<file path="src/rtl/shift_add_pkg.sv">
// rtl/shift_add_pkg.sv - shared constants for the shift-add multiplier datapath and controller
package shift_add_pkg;

    localparam int DEF_M  = 8;
    localparam int DEF_N  = 8;
    localparam int CNT_W  = $clog2(DEF_N + 1);
    localparam int PROD_W = DEF_M + DEF_N;

    // One-hot command encoding shared with the controller
    localparam logic [3:0] CMD_LOAD  = 4'b0001;
    localparam logic [3:0] CMD_ADD   = 4'b0010;
    localparam logic [3:0] CMD_SHIFT = 4'b0100;
    localparam logic [3:0] CMD_OUT   = 4'b1000;

endpackage

</file>
<file path="src/rtl/shift_add_datapath.sv">
// rtl/shift_add_datapath.sv - multiplicand/accumulator/carry/multiplier registers with product publish
module shift_add_datapath
    import shift_add_pkg::*;
#(
    parameter int M = DEF_M,
    parameter int N = DEF_N
) (
    input  logic           clk,
    input  logic           rst,
    input  logic [M-1:0]   multiplicand,
    input  logic [N-1:0]   multiplier,
    input  logic           load_cmd,
    input  logic           add_cmd,
    input  logic           shift_cmd,
    input  logic           out_cmd,
    output logic           lsb,
    output logic [M+N-1:0] product,
    output logic           product_valid,
    output logic           busy
);

    localparam int CW = $clog2(N + 1);
    localparam int PW = M + N;

    logic [M-1:0]  mreg_q, mreg_d;
    logic [M-1:0]  acc_q, acc_d;
    logic          c_q, c_d;
    logic [N-1:0]  q_q, q_d;
    logic [CW-1:0] cnt_q, cnt_d;
    logic          out_d_q, out_d_d;
    logic          busy_q, busy_d;
    logic [PW-1:0] product_q, product_d;
    logic          product_valid_q, product_valid_d;

    logic          active;
    logic          add_en;
    logic          shift_en;
    logic          publish;
    logic [M:0]    sum;
    logic [N:0]    q_ext;
    logic [N-1:0]  q_shift;

    always_comb begin
        active   = (cnt_q < CW'(N));
        add_en   = add_cmd && active;
        shift_en = shift_cmd && active;
        // Post-add value; shift consumes it so add+shift in one cycle behaves as add-then-shift
        sum      = add_en ? ({1'b0, acc_q} + {1'b0, mreg_q}) : {c_q, acc_q};
        q_ext    = {sum[0], q_q};
        q_shift  = N'(q_ext >> 1);
        publish  = out_cmd && !out_d_q;

        mreg_d          = mreg_q;
        acc_d           = acc_q;
        c_d             = c_q;
        q_d             = q_q;
        cnt_d           = cnt_q;
        busy_d          = busy_q;
        out_d_d         = out_cmd;
        product_d       = publish ? {acc_q, q_q} : product_q;
        product_valid_d = publish;

        if (load_cmd) begin
            mreg_d = multiplicand;
            q_d    = multiplier;
            acc_d  = '0;
            c_d    = 1'b0;
            cnt_d  = '0;
            busy_d = 1'b1;
        end else if (shift_en) begin
            acc_d = sum[M:1];
            q_d   = q_shift;
            c_d   = 1'b0;
            cnt_d = cnt_q + CW'(1);
            if (cnt_d == CW'(N)) begin
                busy_d = 1'b0;
            end
        end else if (add_en) begin
            {c_d, acc_d} = sum;
        end

        if (load_cmd) begin
            lsb = multiplier[0];
        end else if (shift_en) begin
            lsb = q_shift[0];
        end else begin
            lsb = q_q[0];
        end
    end

    always_ff @(posedge clk) begin
        if (rst) begin
            mreg_q          <= '0;
            acc_q           <= '0;
            c_q             <= 1'b0;
            q_q             <= '0;
            cnt_q           <= '0;
            out_d_q         <= 1'b0;
            busy_q          <= 1'b0;
            product_q       <= '0;
            product_valid_q <= 1'b0;
        end else begin
            mreg_q          <= mreg_d;
            acc_q           <= acc_d;
            c_q             <= c_d;
            q_q             <= q_d;
            cnt_q           <= cnt_d;
            out_d_q         <= out_d_d;
            busy_q          <= busy_d;
            product_q       <= product_d;
            product_valid_q <= product_valid_d;
        end
    end

    assign product       = product_q;
    assign product_valid = product_valid_q;
    assign busy          = busy_q;

endmodule

</file>
<file path="config.mk">
export PLATFORM = sky130hd
export DESIGN_NAME = shift_add_datapath
export DESIGN_NICKNAME = d
export VERILOG_FILES = /design/src/rtl/shift_add_pkg.sv /design/src/rtl/shift_add_datapath.sv
export SDC_FILE = /design/constraint.sdc
export NUM_CORES = 1
export LEC_CHECK = 0
export CAP_MARGIN = 20
export CORE_AREA = 4 4 86 68
export CTS_BUF_LIST = sky130_fd_sc_hd__clkbuf_16
export DETAILED_ROUTE_END_ITERATION = 12
export DIE_AREA = 0 0 90 72
export GPL_TIMING_DRIVEN = 0
export PLACE_DENSITY_LB_ADDON = 0.08
export SETUP_SLACK_MARGIN = 0.15
export SLEW_MARGIN = 10
export SYNTH_ARGS = -nofsm -noshare
export SYNTH_HDL_FRONTEND = slang
export SYNTH_SLANG_ARGS = --single-unit
</file>
<file path="constraint.sdc">
create_clock -name clk -period 1.9 [get_ports clk]
set_input_delay 0.475 -clock clk [delete_from_list [all_inputs] [get_ports clk]]
set_output_delay 0.475 -clock clk [all_outputs]
set_load 0.005 [all_outputs]
</file>
==> summary.md, run 1 <==
| Metric | Value |
|---|---|
| Outcome | `finished, violations left` |
| Failing checks | `negative setup slack` |
| Synthesized area per cell | `7.95 sq um` |
| Register bit count reported by yosys | `48` |
| Post-Syn Area | `0.00226 sq mm` |
| GR met1 Demand/Resource | `0.248` |
| Clock tree sinks | `48` |
| Cell variety after synth | `42` |
| Clk Latency, worst-skew pair | `0.28 ns` |
| First-iteration detailed-routing DRC count | `79` |
| Initial antenna violation count | `0` |
| Overall routed net length | `5600 um` |
| Global-route track usage on met2 | `0.264` |
| Maximum operating frequency | `526 MHz` |
| Synth Net Count | `316` |
| Most common flop cell mapped by yosys | `dfxtp_1` |
| # nets final | `368` |
| Worst hold-check slack | `0.439 ns` |
| Sort of element at the end of the critical path | `flip-flop` |
| Number of buffers added by the clock tree synthesis step | `5` |
| Number of placed instances, taps included | `384` |
| Worst Tran Pin Value | `0.769 ns` |
| Number of core rows | `23` |
| Max FO, Critical Path | `4` |
| Leak | `1.17 nW` |
| Clock transition time at the flip-flop clock pins of the worst setup and hold paths | `0.06 ns` |
| IR drop worst, VDD | `0.000522 V` |
| Remaining design rule violation count | `0` |
| Total via count in the routed design | `2065` |
| Vias in the first global route | `1889` |
| Post-route insts no fill | `399` |
| Critical setup path kind | `reg2reg` |
| Max cap viols | `0` |
| HPWL Detailed | `4060 um` |
| Areal power density over the cells | `780 mW/mm^2` |
| Cells after Synth | `284` |
| Final worst slack | `-0.00120 ns` |
| Wire length of the first global-routing pass | `8980 um` |
| Final core occ | `0.595` |
| Worst min-delay path category | `reg2reg` |
| Final worst-path cycle share | `1.00` |
| IO Pins | `41` |
| Warning count from the yosys run | `0` |
| Normalized max-slew margin | `0.487` |
| Critical path startpoint category | `flip-flop` |
| Count of pins over their slew limit | `0` |
| Maximum number of pins on one net before global-route repair | `15` |
| Placeable Area | `0.00509 sq mm` |
| Setup repair after global routing missed its margin | `yes` |
| Avg Vias per Cell | `5.18` |
| GR Util met3 | `0.0352` |
| Routability Congestion | `0.795` |
| Data required time of the critical path | `2.06 ns` |
| Fillcell total | `483` |
| Worst clock skew on the final layout | `0.00547 ns` |
| Post-route ant nets | `0` |
| Pre-antenna DRT Iters | `4` |
| Final Power | `2.36 mW` |
| GRT overflow | `0` |
| Level count of the clock H-tree | `2` |
| Area growth, synth to finish | `34.4%` |
| Ant diodes | `0` |
| EDFF count, synth | `0` |
| Seq/Total Area, Yosys | `0.426` |
| Die height | `72 um` |
| Per-cell routed wire length | `14.0 um` |
| Final critical delay including setup and external delays | `1.90 ns` |
| Total negative setup slack | `-0.00120 ns` |
| Top Usage Layer GRT | `met2` |
| Number of buffers between clock root and the deepest sink | `2` |
| Clock tree from TritonCTS | `done` |
| Input/output buffers | `38` |
| Clock Root Buffer | `clkbuf_16` |
| Layout cell share with drive strength beyond 1 | `0.125` |
| Data arrival time of the critical path | `2.06 ns` |
| Die width | `90 um` |
| Final number of hold-violating endpoints | `0` |
| Fraction of registers with async set/reset | `0` |
| Die area | `0.00648 sq mm` |
| Initial core utilization | `0.443` |
| Global-route total usage across every layer | `0.171` |
| Setup violators final | `1` |
==> cell type report <==
type | count | area (sq um) | area share
buffer | 18 | 90.1 | 0.0297
clock buffer | 5 | 125 | 0.0413
clock inverter | 3 | 38.8 | 0.0128
inverter | 8 | 30.0 | 0.00990
multi-input combinational | 210 | 1280 | 0.423
sequential | 48 | 967 | 0.319
tap | 62 | 77.6 | 0.0256
timing repair buffer | 45 | 422 | 0.139
==> cell usage in the layout, fill, tap and decap left out, types with 2 or more instances in the layout <==
cell type / synthesis / routed
nor2_1: 28 / 28
a21oi_1: 41 / 40
nand2b_1: 3 / 2
mux2i_1: 11 / 11
o21a_1: 2 / 2
nor2b_1: 9 / 8
o31a_1: 2 / 2
or4_1: 2 / 2
buf_2: 1 / 4
buf_1: 2 / 2
nand3_1: 5 / 5
dfxtp_1: 48 / 45
dfxtp_2: 0 / 2
a31oi_1: 2 / 2
clkdlybuf4s50_1: 0 / 35
nand2_1: 57 / 57
clkbuf_16: 0 / 5
nand3b_1: 3 / 3
nor3_1: 4 / 4
buf_4: 1 / 8
and2_1: 2 / 2
o21ai_1: 0 / 2
clkbuf_2: 0 / 4
a211oi_1: 3 / 3
o21ai_0: 7 / 5
ha_1: 9 / 7
or2_2: 2 / 2
clkbuf_1: 14 / 7
inv_1: 8 / 8
ha_4: 0 / 2
==> synth_stat cells (all sizes together), types with 2 or more instances <==
master	instances	area share
o31a	2	0.0078
nand2b	3	0.0083
nor2b	9	0.025
ha	9	0.050
a31oi	2	0.0055
nand2	57	0.095
a211oi	3	0.010
or4	2	0.0066
or2	2	0.0055
nor3	4	0.0089
a21oi	41	0.091
clkbuf	14	0.023
mux2i	11	0.049
inv	8	0.013
o21ai	7	0.016
dfxtp	48	0.43
and2	2	0.0055
nor2	28	0.047
nand3b	3	0.010
buf	4	0.0089
o21a	2	0.0066
nand3	5	0.011
==> worst max-delay path: stages, from the launching register on <==
cell     delay [ns]
dfxtp_2        0.33
ha_4           0.16
inv_2          0.05
fa_2           0.22
nor2b_4        0.05
o31a_1         0.28
o311a_1        0.32
o41ai_2        0.26
o22ai_1        0.12
==> sequential cells by signal, summed over array words and instances (netlist names) <==
signal         flops
acc_q              8
product           16
product_valid      1
mreg_q             8
cnt_q              4
c_q                1
out_d_q            1
q_q                8
busy               1
==> layer usage <==
metal | share of wire | vias up
li1 | - | 1077
met1 | 0.51 | 937
met2 | 0.43 | 45
met3 | 0.050 | 6
met4 | 0.0096 | 0
met5 | 0 | -
==> what timing repair did <==
| item | in CTS | in global routing |
|---|---|---|
| hold buffers | 0 | 0 |
| setup endpoints to repair | 29 | 20 |
| pin swaps | 8 | 5 |
| gates resized for setup | 22 | 15 |
| buffers inserted | 6 | 1 |
==> worst paths after layout <==
kind / start / to / slack (ns) / cells after the start
hold reg to reg: out_d_q / product_valid / 0.44 / 1
setup reg to reg: mreg_q[0] / acc_q[7] / -0.001 / 8
setup / recovery: mreg_q[0] / acc_q[7] / -0.001 / 8
hold / removal: out_d_q / product_valid / 0.44 / 1
==> through the flow <==
stage | setup slack, ns | cell area (sq um)
global route | -0.103 | 3030
finish | -0.00120 | 3030
global placement | -0.894 | 2750
floorplan | 0.108 | 2300
detailed placement | -0.867 | 2750
CTS | 0.00200 | 3000
==> kinds of logic after synthesis <==
| family | share of synthesized area |
|---|---|
| AO/OA/AOI/OAI | 0.174 |
| adder cells (fa/ha/maj) | 0.0588 |
| AND/OR/NAND/NOR | 0.239 |
| buffers and inverters | 0.0455 |
| multiplexers | 0.0488 |
| XOR/XNOR | 0.00776 |
| flip-flops | 0.426 |
==> power breakdown <==
part | switching [mW] | leakage, nW | total, mW | internal (mW)
Clock | 0.354 | 0.0850 | 0.967 | 0.613
Sequential | 0.0295 | 0.394 | 1.08 | 1.05
Combinational | 0.168 | 0.690 | 0.321 | 0.153
Total | 0.551 | 1.17 | 2.36 | 1.81
Power figures use the tool's default switching activity.
==> run 2: changes to the inputs <==
--- a/config.mk
+++ b/config.mk
@@ -6,10 +6,10 @@
 export NUM_CORES = 1
 export LEC_CHECK = 0
 export CAP_MARGIN = 20
-export CORE_AREA = 4 4 86 68
+export CORE_AREA = 4 4 75 77
 export CTS_BUF_LIST = sky130_fd_sc_hd__clkbuf_16
 export DETAILED_ROUTE_END_ITERATION = 12
-export DIE_AREA = 0 0 90 72
+export DIE_AREA = 0 0 79 81
 export GPL_TIMING_DRIVEN = 0
 export PLACE_DENSITY_LB_ADDON = 0.08
 export SETUP_SLACK_MARGIN = 0.15
==> run 2 against run 1 <==
  * The run still ends with negative setup slack left
  * Final cell count grew 1.8%
  * Sequential share of layout area grew 0.21 points
  * Clock-buffer cell count is the same
  * Sequential cell count is the same
==> summary.md, run 2 (synthesis gave the netlist of run 1 again) <==
| Metric | Value |
|---|---|
| Outcome | `finished, violations left` |
| Failing checks | `negative setup slack` |
| Clock tree from TritonCTS | `done` |
| Final critical delay including setup and external delays | `1.93 ns` |
| P_int | `1.69 mW` |
| Clock group share of total power | `0.381` |
| Post-route insts no fill | `406` |
| Critical register-to-register path startpoint | `acc_q[0]` |
| Final number of hold-violating endpoints | `0` |
| Commonest cells after routing, fill and taps aside | `57 x nand2_1, 42 x dfxtp_1, 41 x a21oi_1, 35 x clkdlybuf4s50_1, 28 x nor2_1` |
| Fillcell total | `462` |
| Area taken by flip-flops and latches | `973 sq um` |
| Max cap viols | `0` |
| Combinational Power Share | `0.143` |
| Setup repair after global routing missed its margin | `yes` |
| Vias in the first global route | `1972` |
| GRT overflow | `0` |
| Overall routed net length | `5500 um` |
| # nets final | `367` |
| Start point of the critical path | `acc_q[0]` |
| Number of core rows | `26` |
| Initial core utilization | `0.451` |
| Number of buffers added by the clock tree synthesis step | `5` |
| Fin area | `0.00303 sq mm` |
| Data required time of the critical path | `2.07 ns` |
| Post-route ant nets | `0` |
| Total via count in the routed design | `2066` |
| Per-cell routed wire length | `13.5 um` |
| Normalized max-slew margin | `0.546` |
| Final Power | `2.26 mW` |
| Area taken by multi-input logic gates | `0.00129 sq mm` |
| Leak | `1.15 nW` |
| Wire length of the first global-routing pass | `9070 um` |
| Clock transition time at the flip-flop clock pins of the worst setup and hold paths | `0.06 ns` |
| Routability Congestion | `0.813` |
| Die area | `0.00640 sq mm` |
| Final worst-path cycle share | `1.02` |
| Initial antenna violation count | `0` |
| Remaining design rule violation count | `0` |
| Flip-flop count of the largest register, all copies and words added | `16` |
| Area growth, synth to finish | `34.4%` |
| Input/output buffers | `38` |
| Avg Vias per Cell | `5.09` |
| Areal power density over the cells | `746 mW/mm^2` |
| Critical path startpoint category | `flip-flop` |
| Final core occ | `0.605` |
| Level count of the clock H-tree | `2` |
| Sort of element at the end of the critical path | `flip-flop` |
| HPWL Detailed | `3990 um` |
| Placeable Area | `0.00501 sq mm` |
| Worst Tran Pin Value | `0.681 ns` |
| Die width | `79 um` |
| Worst hold-check slack | `0.431 ns` |
| First-iteration detailed-routing DRC count | `92` |
| Maximum number of pins on one net before global-route repair | `16` |
| Data arrival time of the critical path | `2.10 ns` |
| Most common cell after layout, fill and taps aside | `nand2_1` |
| IR drop worst, VDD | `0.000481 V` |
| Pre-antenna DRT Iters | `4` |
| Clk Latency, worst-skew pair | `0.29 ns` |
| Switching share of power | `0.254` |
| IO Pins | `41` |
| Clock tree sinks | `48` |
| Sequential fraction of design power | `0.476` |
| Post-detailed-placement cell area | `0.00276 sq mm` |
| Worst min-delay path category | `reg2reg` |
| Final worst slack | `-0.0295 ns` |
| Count of pins over their slew limit | `0` |
| Critical setup path kind | `reg2reg` |
| Worst setup endpoint | `acc_q[7]` |
| Clock Root Buffer | `clkbuf_16` |
| Ant diodes | `0` |
| Max FO, Critical Path | `4` |
| Layout cell share with drive strength beyond 1 | `0.134` |
| Setup violators final | `1` |
| R2R Path End | `acc_q[7]` |
| Worst clock skew on the final layout | `0.00387 ns` |
| Die height | `81 um` |
| Number of placed instances, taps included | `392` |
| Worst reg2reg setup slack | `-0.03 ns` |
| Number of buffers between clock root and the deepest sink | `2` |
| Logic depth of the worst register-to-register path | `8` |
| Net switching power | `574 uW` |
| Maximum operating frequency | `518 MHz` |
| Global-route total usage across every layer | `0.182` |
==> run 2: worst min-delay path by stage <==
stage            start            end  slack, ns  cells past startpoint
5_1_grt        out_d_q  product_valid       0.47                      1
3_5_place_dp   out_d_q  product_valid       0.43                      1
2_1_floorplan  out_d_q  product_valid       0.41                      1
3_3_place_gp   out_d_q  product_valid       0.43                      1
4_1_cts        out_d_q  product_valid       0.43                      1
6_report       out_d_q  product_valid       0.43                      1
==> run 2: metrics by stage <==
step	TNS [ns]	setup slack, ns
6_report	-0.0295	-0.0295
5_1_grt	-0.192	-0.0873
3_5_place_dp	-8.72	-0.897
3_3_place_gp	-8.59	-0.911
4_1_cts	-0.0521	-0.0283
2_1_floorplan	0	0.108
==> run 2: critical path, stage by stage, from the launching register on <==
cell and delay, ns:
dfxtp_4 0.35, ha_4 0.15, inv_2 0.05, fa_2 0.21, nor2b_4 0.05, o31a_1 0.28, o311a_1 0.32, o41ai_2 0.28
o22ai_1 0.12
==> run 2: timing repair <==
action / CTS / global route
hold buffers: 0 / 0
buffers inserted: 4 / 2
setup endpoints to repair: 27 / 20
pin swaps: 2 / 6
gates resized for setup: 24 / 17
==> run 2: final cells by class <==
type	instances	area share
Buffer	18	0.0301
Clock buffer	5	0.0413
Clock inverter	3	0.00578
Inverter	8	0.00990
Multi-Input combinational cell	210	0.427
Sequential cell	48	0.321
Tap cell	70	0.0289
Timing Repair Buffer	44	0.137
==> run 2: power by group through the flow <==
stage               combinational [mW]  sequential (mW)  clock (mW)
floorplan                        0.184             1.09           0
global placement                 0.295             1.10           0
detailed placement               0.298             1.10           0
CTS                              0.309             1.08       0.878
global route                     0.362             1.08       0.918
finish                           0.323             1.08       0.863
==> run 2: layer usage <==
metal | vias to the layer above | global-route usage | part of all wire
li1 | 1071 | - | -
met1 | 946 | 0.214 | 0.43
met2 | 40 | 0.327 | 0.51
met3 | 9 | 0.0355 | 0.046
met4 | 0 | 0.0704 | 0.019
met5 | - | 0 | 0
